--- config.mk ---
export PLATFORM = sky130hd
export DESIGN_NAME = ps2_keyboard_rx
export DESIGN_NICKNAME = d
export VERILOG_FILES = /design/src/rtl/ps2_pkg.sv /design/src/rtl/ps2_rx_fifo.sv /design/src/rtl/ps2_keyboard_rx.sv
export SDC_FILE = /design/constraint.sdc
export NUM_CORES = 1
export LEC_CHECK = 0
export ABC_AREA = 1
export CAP_MARGIN = 20
export CORE_MARGIN = 4
export CORE_UTILIZATION = 30
export DETAILED_ROUTE_END_ITERATION = 8
export SETUP_SLACK_MARGIN = 0.1
export SYNTH_ARGS = -nofsm -noshare
export SYNTH_HDL_FRONTEND = slang
export SYNTH_HIERARCHICAL = 1
export SYNTH_SLANG_ARGS = --single-unit
--- constraint.sdc ---
create_clock -name clk -period 5.7 [get_ports clk]
set_clock_uncertainty 0.2 [all_clocks]
set_input_delay 1.425 -clock clk [delete_from_list [all_inputs] [get_ports clk]]
set_output_delay 1.425 -clock clk [all_outputs]
set_load 0.02 [all_outputs]
--- src/rtl/ps2_pkg.sv ---
// ps2_pkg: shared PS/2 frame constants and the scan-code type.
package ps2_pkg;
  localparam int FRAME_BITS = 11;
  localparam logic START_BIT = 1'b0;
  localparam logic STOP_BIT = 1'b1;
  typedef logic [7:0] scan_code_t;
endpackage

--- src/rtl/ps2_rx_fifo.sv ---
// ps2_rx_fifo: circular scan-code FIFO (2**AW slots, AW-bit wrapping pointers) with sticky overflow.
module ps2_rx_fifo
  import ps2_pkg::*;
#(
  parameter int AW = 3
) (
  input  logic       clk,
  input  logic       rst,
  input  logic       i_push,
  input  logic       i_pop,
  input  scan_code_t i_data,
  output scan_code_t o_data,
  output logic       o_empty,
  output logic       o_full,
  output logic       o_overflow
);
  logic [AW-1:0] r_wr, r_rd;
  logic          r_ovf;
  scan_code_t    r_mem [2**AW];
  logic          w_wr_en, w_rd_en;
  assign o_empty = r_wr == r_rd;
  assign o_full = AW'(r_wr + 1'b1) == r_rd;
  assign w_wr_en = i_push & ~o_full;
  assign w_rd_en = i_pop & ~o_empty;
  assign o_data = o_empty ? '0 : r_mem[r_rd];
  assign o_overflow = r_ovf;
  always_ff @(posedge clk or posedge rst)
    if (rst) begin
      r_wr <= '0;
      r_rd <= '0;
      r_ovf <= 1'b0;
    end else begin
      if (w_wr_en) r_wr <= AW'(r_wr + 1'b1);
      if (w_rd_en) r_rd <= AW'(r_rd + 1'b1);
      if (i_push & o_full) r_ovf <= 1'b1;
    end
  always_ff @(posedge clk)
    if (w_wr_en) r_mem[r_wr] <= i_data;
endmodule

--- src/rtl/ps2_keyboard_rx.sv ---
// ps2_keyboard_rx: PS/2 device-to-host frame receiver feeding a scan-code FIFO.
// Define PS2_PARITY_CHECK_EN to reject frames with bad odd parity.
module ps2_keyboard_rx
  import ps2_pkg::*;
#(
  parameter int FIFO_AW = 3,
  parameter int SYNC_STAGES = 3
) (
  input  logic       clk,
  input  logic       rst,
  input  logic       ps2_clk,
  input  logic       ps2_data,
  input  logic       nextdata_n,
  output logic [7:0] data,
  output logic       ready,
  output logic       overflow
);
  logic [SYNC_STAGES-1:0] r_clk_sync, r_data_sync;
  logic [FRAME_BITS-1:0]  r_shift;
  logic [3:0]             r_cnt;
  logic                   r_push;
  scan_code_t             r_byte;
  logic                   w_fall, w_last, w_ok, w_empty, w_full;
  logic [FRAME_BITS-1:0]  w_frame;
  always_ff @(posedge clk or posedge rst)
    if (rst) begin
      r_clk_sync <= '1;
      r_data_sync <= '1;
    end else begin
      r_clk_sync <= {r_clk_sync[SYNC_STAGES-2:0], ps2_clk};
      r_data_sync <= {r_data_sync[SYNC_STAGES-2:0], ps2_data};
    end
  assign w_fall = r_clk_sync[SYNC_STAGES-1] & ~r_clk_sync[SYNC_STAGES-2];
  assign w_frame = {r_data_sync[SYNC_STAGES-1], r_shift[FRAME_BITS-1:1]};
  assign w_last = r_cnt == 4'(FRAME_BITS - 1);
`ifdef PS2_PARITY_CHECK_EN
  assign w_ok = w_frame[0] == START_BIT && w_frame[10] == STOP_BIT && ^w_frame[9:1];
`else
  assign w_ok = w_frame[0] == START_BIT && w_frame[10] == STOP_BIT;
`endif
  // The accepted byte is registered so the FIFO write lands one cycle after the final strobe.
  always_ff @(posedge clk or posedge rst)
    if (rst) begin
      r_shift <= '0;
      r_cnt <= '0;
      r_push <= 1'b0;
      r_byte <= '0;
    end else begin
      r_push <= w_fall & w_last & w_ok;
      if (w_fall) begin
        r_shift <= w_frame;
        r_cnt <= w_last ? 4'd0 : r_cnt + 4'd1;
        r_byte <= w_frame[8:1];
      end
    end
  ps2_rx_fifo #(.AW(FIFO_AW)) u_fifo (
    .clk       (clk),
    .rst       (rst),
    .i_push    (r_push),
    .i_pop     (~nextdata_n),
    .i_data    (r_byte),
    .o_data    (data),
    .o_empty   (w_empty),
    .o_full    (w_full),
    .o_overflow(overflow)
  );
  assign ready = ~w_empty;
endmodule

Word-level counts from Yosys, hierarchy flattened
Memories as Yosys holds them, arrays and structs flattened.
Index checks and enable logic that the tools add are counted.
{"block": "classes", "bitwise": 11, "reduce_logical": 1, "eq_ne": 3, "addsub": 3, "n_mux": 4}
{"cell": "two-way mux 8 bit", "n": 1}
{"cell": "adder 3 x 1 -> 3 bit, second input constant", "n": 2}
{"cell": "bitwise AND 1 bit", "n": 6}
{"cell": "equality test 3 bit", "n": 2}
{"cell": "NOT 1 bit", "n": 5}
{"cell": "adder 4 x 1 -> 4 bit, second input constant", "n": 1}
{"cell": "equality test 4 bit, second input constant", "n": 1}
{"cell": "two-way mux 4 bit", "n": 1}
{"cell": "two-way mux 1 bit", "n": 2}
{"cell": "logical AND 1 bit", "n": 1}
{"block": "word_totals", "regBits": 37, "elab_cells": 32, "mem_bits_rw": 64, "n_memories": 1, "out_inout_bits": 10}
{"memory": "u_fifo.r_mem", "depth": 8, "word_bits": 8, "read_ports": 1, "rd_clocked_by_memory_dff": 0, "wr": 1, "line": "ps2_rx_fifo.sv:19", "rtl": "scan_code_t r_mem [2**AW];"}

Logic depth before layout (Yosys ltp)
Gate-level depths: netlist of run 1.
{"block": "depth", "word_depth": 6, "mapped_depth": 9, "ltp_nobuf": 9}

Hierarchy
Netlist of run 1, hierarchy kept.
{"module": "ps2_rx_fifo", "cells_per_inst": 303, "seq_area_each_um2": 2097.0, "area_per_inst_um2": 3130.5, "n_inst": 1}
{"module": "ps2_keyboard_rx", "cells_per_inst": 82, "seq_area_each_um2": 533.0, "area_per_inst_um2": 824.5, "n_inst": 1}

Worst setup path before layout of run 1
OpenSTA, ideal clock, no wires.
{"block": "synth_path", "kind": "register to output", "start": "reg u_fifo.r_rd[0]", "end": "out data[4]", "slack_ns": 2.790, "arrival_ns": 1.285, "path_stages_with_launch": 8, "n_path_buf": 2, "cell_sequence": "dfrtp_1 > buf_2 > inv_4 > clkbuf_2 > o21ai_0 > o21ai_0 > nor2_1 > nor2_1"}
{"block": "synth_between", "elab_chain_cells": 2, "elab_cells_between_ends": 3, "cone_classes": "1 x eq/ne; 1 x mux; 1 x memory"}
{"item": "start, declared", "line": "ps2_rx_fifo.sv:17", "rtl": "logic [AW-1:0] r_wr, r_rd;"}
{"item": "start signal, assigned", "line": "ps2_rx_fifo.sv:34", "rtl": "if (w_rd_en) r_rd <= AW'(r_rd + 1'b1);"}
{"item": "memory (8 x 8 bit) / equality test 3 bit (equally long branches)"}
{"item": "two-way mux 8 bit *", "line": "ps2_rx_fifo.sv:25", "rtl": "assign o_data = o_empty ? '0 : r_mem[r_rd];"}
{"item": "end, declared", "line": "ps2_keyboard_rx.sv:14", "rtl": "output logic [7:0] data,"}
Every way passes the cells marked *; elsewhere a longest branch is shown, timed or not.

Final worst setup path of run 1
{"block": "layout_path", "start": "reg u_fifo.r_rd[0]", "end": "out data[7]"}
The elaborated chain is that of the path after synthesis.

==> flow_summary.toml, run 1 <==
[yosys]
yosysWarnings = 6
synthArstFlopShare = 0.304
syn_inst = 385
yosysSeqAreaShare = 0.665
synthesis.area_sq_um = 3960
synth.distinct_cells = 28
synth.net_count = 392
ys_top_cells_by_area = "edfxtp_1 (49%), dfrtp_1 (14%), nand2_1 (8.2%)"
yosys.area.top_type_share = 0.486
synth_flop_cell = "edfxtp_1"
synth-seq-cells = 92
yosys.area.top_type = "edfxtp_1"
avgSynthCellArea_sq_um = 10.3
synth_edf_count = 64

[worst_setup_path]
startpoint_type = "flop"
cpLargestDelayFamily = "buffers and inverters"
path_buf_inv = 2
critical_path.slowest_cell = "dfrtp_1"
cp.required_ns = 4.07
crit_cells = 8
worstPathArrival_ns = 2.71
crit_fanout = 23
crit_top_cell = "nor2_1"
slowest_delay_ns = 0.84
r2r-end = "u_fifo/r_mem[6][3]"
crit_path_end = "data[7]"
critPathKind = "flop to output pin"
critical_path.cell_chain = "buf_4, nor2_1, nor2_1, o21ai_0, nand3_1, nand2_1, nor2_1, clkdlybuf4s50_1"
reg2regPathDepth = 7
crit_start = "u_fifo/r_rd[0]"
reg2reg_setup_slack_ns = 2.89
worstReg2RegStart = "u_fifo/r_rd[0]"
worst_setup_path_end_kind = "output pin"

[global_routing]
grt_first_pass_wirelength_mm = 12.2
grt_max_degree = 27
antenna_found_initial = 0
grt_pass1_vias = 2503
grt_overflow = 0
grt_use_total = 0.104

[outcome]
status = "completed"

[timing]
finalHoldViolations = 0
rsz0062_at_grt = "false"
slew_viol_final = 0
setup_viol = 0
worstMarginPinSlew_ns = 0.900
layout_min_cycle_time_ns = 4.33
fin_tns_setup_ns = 0
timing.final.crit_share = 0.760
hold_slack_ns = 0.152
setup_ws_ns = 1.37
max_slew_margin = 0.398
fmax_mhz = 231

[clocking]
cts_buffers = 9
cts_buffer_depth = 2
path_clk_slew_ns = 0.06
cts.sinks = 92
post_cts_resized = 0
postCtsSetupBuffers = 0
cts_tree = "built"
cts_hold_buffers = 0
root_buffer = "clkbuf_16"
worstSkewPairLatency_ns = 0.33
htree_levels = 3

[route]
detailedRoute.firstPassIterationCount = 4
drt_iter0_markers = 191
finalWirelength_mm = 7.18
ant_nets = 0
vias_per_cell = 4.44
vias = 2533
routedWlPerCell_um = 12.6
drc_errors = 0

[power_and_ir_drop]
power_w = 0.00221
power_density_nw_per_um2 = 489
cellLeakagePower_nw = 1.81
irDropWorstVdd_mv = 0.150

[cells_and_area]
multiInputGateArea_sq_um = 1090
n_fill_cell = 1239
area_delta_synth_final_pct = 14.4
final_layout_size_suffix_gt1_frac = 0.103
num_antenna_cells = 0
nNetsFinal = 401
finalNonFillerCells = 571
area.sequential_sq_um = 2630
final_cell_mix = "nand2_1 (86), nor2_1 (86), edfxtp_1 (64), o21ai_0 (29)"

[flow_run]
maxCapViolations = 0

[place]
globalplace.congestion = 0.812
pre_cts_ws_ns = 1.73
io_buffers = 14
dp_hpwl_mm = 4.83
post-place-cells = 555

[die]
initial_core_util = 0.310
core-area_sq_um = 12800
rows = 41
io_pins = 15
dieWidth_um = 123
die_h_um = 123
dieArea_sq_um = 15100

[hold_path]
min_path_type = "flop to flop"
hold_path_depth = 0
registers in the layout, indices dropped and copies added (netlist names):
register	cells
u_fifo/r_mem	64
r_shift	10
r_cnt	4
r_clk_sync	3
r_data_sync	3
u_fifo/r_rd	3
u_fifo/r_wr	3
r_push	1
u_fifo/o_overflow	1
logic make-up after synthesis:
| group | share of synthesized area |
|---|---|
| buffers and inverters | 0.0585 |
| AO/OA/AOI/OAI | 0.0484 |
| AND/OR/NAND/NOR | 0.215 |
| XOR/XNOR | 0.00664 |
| flip-flops | 0.665 |
| adder cells (fa/ha/maj) | 0.00633 |
metal layers:
| layer | GRT usage | up-vias | wire length (um) |
|---|---|---|---|
| met2 | 0.161 | 45 | 3340 |
| met1 | 0.138 | 1210 | 3400 |
| met4 | 0.0364 | 0 | 91 |
| met5 | 0 | - | 0 |
| met3 | 0.0327 | 9 | 350 |
| li1 | - | 1269 | - |
worst register-to-register path: cells and delay by family, from the launching register on:
family / cells / cell delay, ns
AND/OR/NAND/NOR: 6 / 1.22
flip-flops: 1 / 0.66
buffers and inverters: 1 / 0.36
per-stage QoR:
stage,cell area [sq um],utilization
global placement,4200,0.329
detailed placement,4200,0.329
CTS,4520,0.354
floorplan,3960,-
global route,4520,0.354
finish,4520,0.354
Yosys cell counts, types with 2 or more instances:
master / instances
o21ai_1: 6
nand2_1: 86
buf_2: 6
nor2_1: 86
nand2_4: 2
dfstp_2: 6
o21ai_0: 29
inv_1: 21
xor2_1: 2
ha_1: 2
dfrtp_1: 22
nand3_2: 2
edfxtp_1: 64
buf_6: 3
nand2_2: 3
buf_4: 6
inv_4: 2
nand3_1: 22
inv_2: 6
area by class of cell:
type,count,area share
Sequential cell,92,0.581
Timing Repair Buffer,15,0.0326
Tap cell,172,0.0476
Clock buffer,13,0.0622
Clock inverter,3,0.00940
Multi-Input combinational cell,247,0.242
Inverter,29,0.0252
how the worst min path moves through the flow:
| stage | slack [ns] | from | end |
|---|---|---|---|
| 6_report | 0.15 | r_data_sync[1] | r_data_sync[2] |
| 4_1_cts | 0.16 | r_data_sync[1] | r_data_sync[2] |
| 3_3_place_gp | 0.15 | r_data_sync[1] | r_data_sync[2] |
| 2_1_floorplan | 0.15 | r_clk_sync[0] | r_clk_sync[1] |
| 5_1_grt | 0.15 | r_data_sync[1] | r_data_sync[2] |
| 3_5_place_dp | 0.15 | r_data_sync[1] | r_data_sync[2] |
where the power goes:
group / internal [W] / total (W) / switching (W)
Clock: 0.000389 / 0.000618 / 0.000228
Combinational: 0.000278 / 0.000692 / 0.000415
Sequential: 0.000785 / 0.000902 / 0.000117
Total: 0.00145 / 0.00221 / 0.000760
Note: power is estimated with default switching activity, not from simulation.
==> inputs of run 2 (changes only) <==
Clock period 5.7 ns to 3.55 ns, I/O delays scaled along.
==> run 2 against run 1 <==
  * Worst setup slack got worse by 1.1 ns
  * Hold slack better by 0.0057 ns
  * Critical path depth down 1
  * Final area up 0.47%
  * Sequential power grew 54%
  * Total power is 60% higher
  * Cell count is 0.70% higher
  * Utilization up 0.17 points
  * Clock power is 47% higher
  * Register-to-register slack worse by 1.9 ns
  * Clock-buffer cell count fell by 3
  * Flip-flop and latch count unchanged
  * Critical endpoint is now data[5]
  * Largest power group unchanged
  * Highest routed layer unchanged
==> flow_summary.toml, run 2 (synthesized netlist as in run 1, its figures left out) <==
[outcome]
status = "completed"

[power_and_ir_drop]
cellLeakagePower_nw = 1.81
power_density_nw_per_um2 = 780
power.clock.fraction = 0.256
p_switching_w = 0.00128
comb_power_share = 0.352
pwr-share-seq = 0.392
cellInternalPower_w = 0.00226
swShare = 0.361
irDropWorstVdd_mv = 0.319

[place]
dp_hpwl_mm = 5.06
io_buffers = 14
globalplace.congestion = 0.784

[worst_setup_path]
cpLargestDelayFamily = "buffers and inverters"
worstReg2RegStart = "u_fifo/r_wr[0]"
crit_fanout = 26
slowest_delay_ns = 0.54
critical_path.cell_chain = "inv_6, nand2_1, nand2_2, nand3_2, nand2_1, nor2_1, clkdlybuf4s50_1"
worstPathArrival_ns = 2.23
path_buf_inv = 2
crit_start = "u_fifo/r_rd[0]"
cp.required_ns = 2.46
critical_path.slowest_cell = "clkdlybuf4s50_1"
critPathKind = "flop to output pin"
crit_top_cell = "nand2_1"
worst_setup_path_end_kind = "output pin"
startpoint_type = "flop"

[clocking]
cts_buffer_depth = 2
cts_hold_buffers = 0
htree_levels = 3
cts.sinks = 92
root_buffer = "clkbuf_16"
worstSkewPairLatency_ns = 0.33
path_clk_slew_ns = 0.07
cts_tree = "built"
cts_buffers = 9

[cells_and_area]
final_layout_size_suffix_gt1_frac = 0.119
nNetsFinal = 405
largest-register = "u_fifo/r_mem"
area_delta_synth_final_pct = 14.9
largestRegisters = "u_fifo/r_mem: 64 flops, r_shift: 10 flops, r_cnt: 4 flops"
num_antenna_cells = 0
final_cell_mix = "nand2_1 (86), nor2_1 (86), edfxtp_1 (64), o21ai_0 (29), nand3_1 (22)"
largest_register_ffs = 64

[timing]
layout_min_cycle_time_ns = 3.31
worstMarginPinSlew_ns = 0.881
fin_tns_setup_ns = 0
rsz0062_at_grt = "false"
max_slew_margin = 0.411
timing.final.crit_share = 0.933
finalHoldViolations = 0
setup_viol = 0
slew_viol_final = 0
fmax_mhz = 302
hold_slack_ns = 0.157

[die]
dieWidth_um = 123
io_pins = 15
initial_core_util = 0.310
dieArea_sq_um = 15100
die_h_um = 123
rows = 41
core-area_sq_um = 12800

[flow_run]
maxCapViolations = 0

[global_routing]
antenna_found_initial = 0
grt_first_pass_wirelength_mm = 12.6
grt_max_degree = 36
grt_overflow = 0
grt_use_total = 0.108
grt_pass1_vias = 2449

[route]
vias_per_cell = 4.45
vias = 2561
ant_nets = 0
drt_iter0_markers = 253
drc_errors = 0
routedWlPerCell_um = 13.0
finalWirelength_mm = 7.49
detailedRoute.firstPassIterationCount = 4

[hold_path]
hp-start = "r_data_sync[1]"
min_path_type = "flop to flop"
==> run 2: cell types whose count changed in the layout (fill, tap and decap cells not counted), sizes merged <==
cell	delta
buf	+4
bufinv	-1
clkbuf	-3
clkinv	+1
clkinvlp	+2
inv	+1
==> run 2: final cells by class <==
cell class / count / area (sq um)
sequential: 92 / 2630
timing repair buffer: 19 / 190
multi-input combinational: 247 / 1090
fill: 1227 / 8230
tap: 172 / 215
inverter: 29 / 119
clock inverter: 6 / 45.0
clock buffer: 10 / 250
==> run 2: power by group through the flow <==
stage               registers [W]  logic (W)  clock network (W)
detailed placement        0.00141    0.00124                  0
finish                    0.00139    0.00125           0.000907
floorplan                 0.00136   0.000892                  0
global placement          0.00141    0.00123                  0
global route              0.00141    0.00139           0.000983
CTS                       0.00139    0.00124           0.000940
==> run 2: path summary, 6_finish.rpt <==
path,to,slack (ns),depth (start not counted)
max in group asynchronous,r_shift[5],1.78,2
hold reg to reg,r_data_sync[2],0.16,0
setup reg to reg,u_fifo/r_mem[6][2],1.01,8
setup / recovery,data[5],0.24,7
min in group asynchronous,u_fifo/r_wr[0],0.69,2
hold / removal,r_data_sync[2],0.16,0
==> run 2: timing repair <==
action / CTS / global route
pin swaps: 0 / 0
endpoints found under the setup margin: 7 / 8
gates resized for setup: 1 / 4
setup buffers: 0 / 1
==> run 2: per-stage QoR <==
stage | std cells | cell area, sq um | utilization | setup slack, ns | total power (W)
3_3_place_gp | 558 | 4240 | 0.332 | 0.503 | 0.00263
5_1_grt | 575 | 4550 | 0.356 | 0.109 | 0.00378
6_report | 575 | 4550 | 0.356 | 0.237 | 0.00355
4_1_cts | 574 | 4530 | 0.355 | 0.151 | 0.00358
2_1_floorplan | 385 | 3960 | - | 1.18 | 0.00225
3_5_place_dp | 558 | 4240 | 0.332 | 0.461 | 0.00265
==> run 2: routing by layer <==
metal	track usage	up-vias	wire length (um)
li1	-	1280	-
met1	0.150	1230	3610
met2	0.163	47	3500
met3	0.0355	4	342
met4	0.0259	0	34
met5	0	-	0
==> inputs of run 3 (changes only) <==
Settings changed: CELL_PAD_IN_SITES_DETAIL_PLACEMENT from default to 1, CELL_PAD_IN_SITES_GLOBAL_PLACEMENT from default to 2, PLACE_DENSITY_LB_ADDON from default to 0.1, SLEW_MARGIN from default to 30, SYNTH_HIERARCHICAL 1 to default.
==> run 3 against run 2 <==
  * Combinational power barely moved
  * Die area is 2.6% lower
  * Sequential share of layout area is 0.73 points lower
  * Maximum frequency grew 1.5%
  * Utilization up 1.0 points
  * Worst setup slack better by 0.049 ns
  * First-iteration DRC count is 37% lower
  * Critical path depth is 1 higher
  * Via count is essentially flat
  * Non-clock buffer count up 11
  * Global-route usage up 3.7 points
==> flow_summary.toml, run 3 <==
[yosys]
synthArstFlopShare = 0.304
syn_inst = 366
synthTopCellsByCount = "nor2_1 (96), nand2_1 (74), edfxtp_1 (64)"
yosys.area.top_type_share = 0.500
yosysWarnings = 0
ys_top_cells_by_area = "edfxtp_1 (50%), dfrtp_1 (14%), nor2_1 (9.4%)"
synth.net_count = 373
yosys.area.top_type = "edfxtp_1"
synth_edf_count = 64
avgSynthCellArea_sq_um = 10.5
synth-seq-cells = 92
synth.distinct_cells = 26
synthesis.area_sq_um = 3840
yosysMostFrequentCell = "nor2_1"
synth_flop_cell = "edfxtp_1"
yosysSeqAreaShare = 0.684

[timing]
setup_viol = 0
fin_tns_setup_ns = 0
layout_min_cycle_time_ns = 3.26
worstMarginPinSlew_ns = 0.478
slew_viol_final = 0
fmax_mhz = 306
timing.final.crit_share = 0.919
max_slew_margin = 0.681
finalHoldViolations = 0
rsz0062_at_grt = "false"

[worst_setup_path]
slowest_delay_ns = 0.61
critical_path.slowest_cell = "clkdlybuf4s50_1"
crit_top_cell = "nor2_1"
worstPathArrival_ns = 2.18
cp.required_ns = 2.46
crit_fanout = 14
reg2reg_setup_slack_ns = 1.36
critical_path.cell_chain = "buf_4, nor2_1, nor2_1, o21ai_0, nand3_1, nand2_1, nor2_1, clkdlybuf4s50_1"
worst_setup_path_end_kind = "output pin"
reg2regPathDepth = 9
critPathKind = "flop to output pin"
startpoint_type = "flop"

[place]
io_buffers = 14
dp_hpwl_mm = 6.18
post-place-cells = 551
globalplace.congestion = 0.696

[clocking]
cts_tree = "built"
cts_hold_buffers = 0
post_cts_resized = 0
cts_buffers = 9
path_clk_slew_ns = 0.06
postCtsSetupBuffers = 0
htree_levels = 3
cts.sinks = 92
cts_buffer_depth = 2
root_buffer = "clkbuf_16"
worstSkewPairLatency_ns = 0.34

[cells_and_area]
area_delta_synth_final_pct = 19.7
finalNonFillerCells = 567
largestRegisters = "u_fifo.r_mem: 64 flops, r_shift: 10 flops, r_cnt: 4 flops"
final_cell_mix = "nor2_1 (96), nand2_1 (74), edfxtp_1 (64), o21ai_0 (22), dfrtp_1 (22)"
num_antenna_cells = 0
fin_util = 0.366
nNetsFinal = 397
layout_commonest_cell = "nor2_1"
largest-register = "u_fifo.r_mem"
final_layout_size_suffix_gt1_frac = 0.119
largest_register_ffs = 64

[route]
routedWlPerCell_um = 16.9
drc_errors = 0
drt_iter0_markers = 159
finalWirelength_mm = 9.58
ant_nets = 0
vias = 2559
detailedRoute.firstPassIterationCount = 4
vias_per_cell = 4.51

[global_routing]
grt_use_total = 0.144
grt_first_pass_wirelength_mm = 15.5
antenna_found_initial = 0
grt_max_degree = 29
grt_overflow = 0
grt_pass1_vias = 2712

[die]
dieWidth_um = 121
core-area_sq_um = 12600
initial_core_util = 0.306
dieArea_sq_um = 14700
rows = 41
die_h_um = 121
io_pins = 15

[power_and_ir_drop]
cellLeakagePower_nw = 1.85
power_density_nw_per_um2 = 827
irDropWorstVdd_mv = 0.342

[flow_run]
maxCapViolations = 0

[hold_path]
hold_path_depth = 0
min_path_type = "flop to flop"

[outcome]
status = "completed"
[run 3: cell count changes in the layout (fill, tap and decap cells not counted), moves of 4 or more]
cell | before | now
nand2_1 | 86 | 74
nand3_1 | 22 | 18
inv_1 | 21 | 14
o21ai_0 | 29 | 22
bufinv_16 | 0 | 4
buf_4 | 4 | 15
nor2_1 | 86 | 96
o21ai_1 | 6 | 13
[run 3: area by class of cell]
class                   instances  area [sq um]
inverters                      18          67.6
clock buffers                   9           225
fillers                      1405          7970
multi-input cells             239          1050
flip-flops and latches         92          2630
clock inverters                 7           139
repair buffers                 30           269
well taps                     172           215
[run 3: per-stage QoR]
stage	setup WS (ns)	power [W]	instance area, sq um	hold slack (ns)
after floorplan	1.20	0.00220	3840	0.145
after global placement	0.519	0.00269	4220	0.153
after detailed placement	0.510	0.00269	4220	0.150
after CTS	0.102	0.00387	4580	0.161
after global routing	0.130	0.00407	4600	0.166
final	0.286	0.00380	4600	0.158
[run 3: final timing paths]
check / end / from
min in group asynchronous: u_fifo.r_rd[2] / rst
max in group asynchronous: r_data_sync[2] / rst
worst max-delay path: data[6] / u_fifo.r_rd[0]
worst max register to register: u_fifo.r_mem[6][5] / u_fifo.r_wr[1]
worst min-delay path: r_data_sync[2] / r_data_sync[1]
worst min register to register: r_data_sync[2] / r_data_sync[1]
[run 3: cells by family after synthesis]
logic type	share of synthesized area
simple gates	0.206
xor+xnor	0.00684
compound gates	0.0524
flops	0.684
fa+ha+maj	0.00651
buf+inv	0.0436
[run 3: worst max-delay path: cells and delay by family (launching register included)]
family                 cells  cell delay [ns]
AND/OR/NAND/NOR            5             0.44
flip-flops                 1             0.44
AO/OA/AOI/OAI              1             0.09
buffers and inverters      2             0.86
[run 3: layer usage]
metal / vias up / share of wire / track usage
met1: 1274 / 0.47 / 0.188
met5: - / 0 / 0
li1: 1246 / - / -
met3: 12 / 0.029 / 0.0350
met2: 27 / 0.48 / 0.232
met4: 0 / 0.018 / 0.0567
[run 3: report_power, final]
group	leakage (nW)	total (W)	internal (W)	switching [W]
Combinational	0.744	0.00127	0.000479	0.000794
Clock	0.169	0.00116	0.000757	0.000404
Sequential	0.935	0.00137	0.00126	0.000110
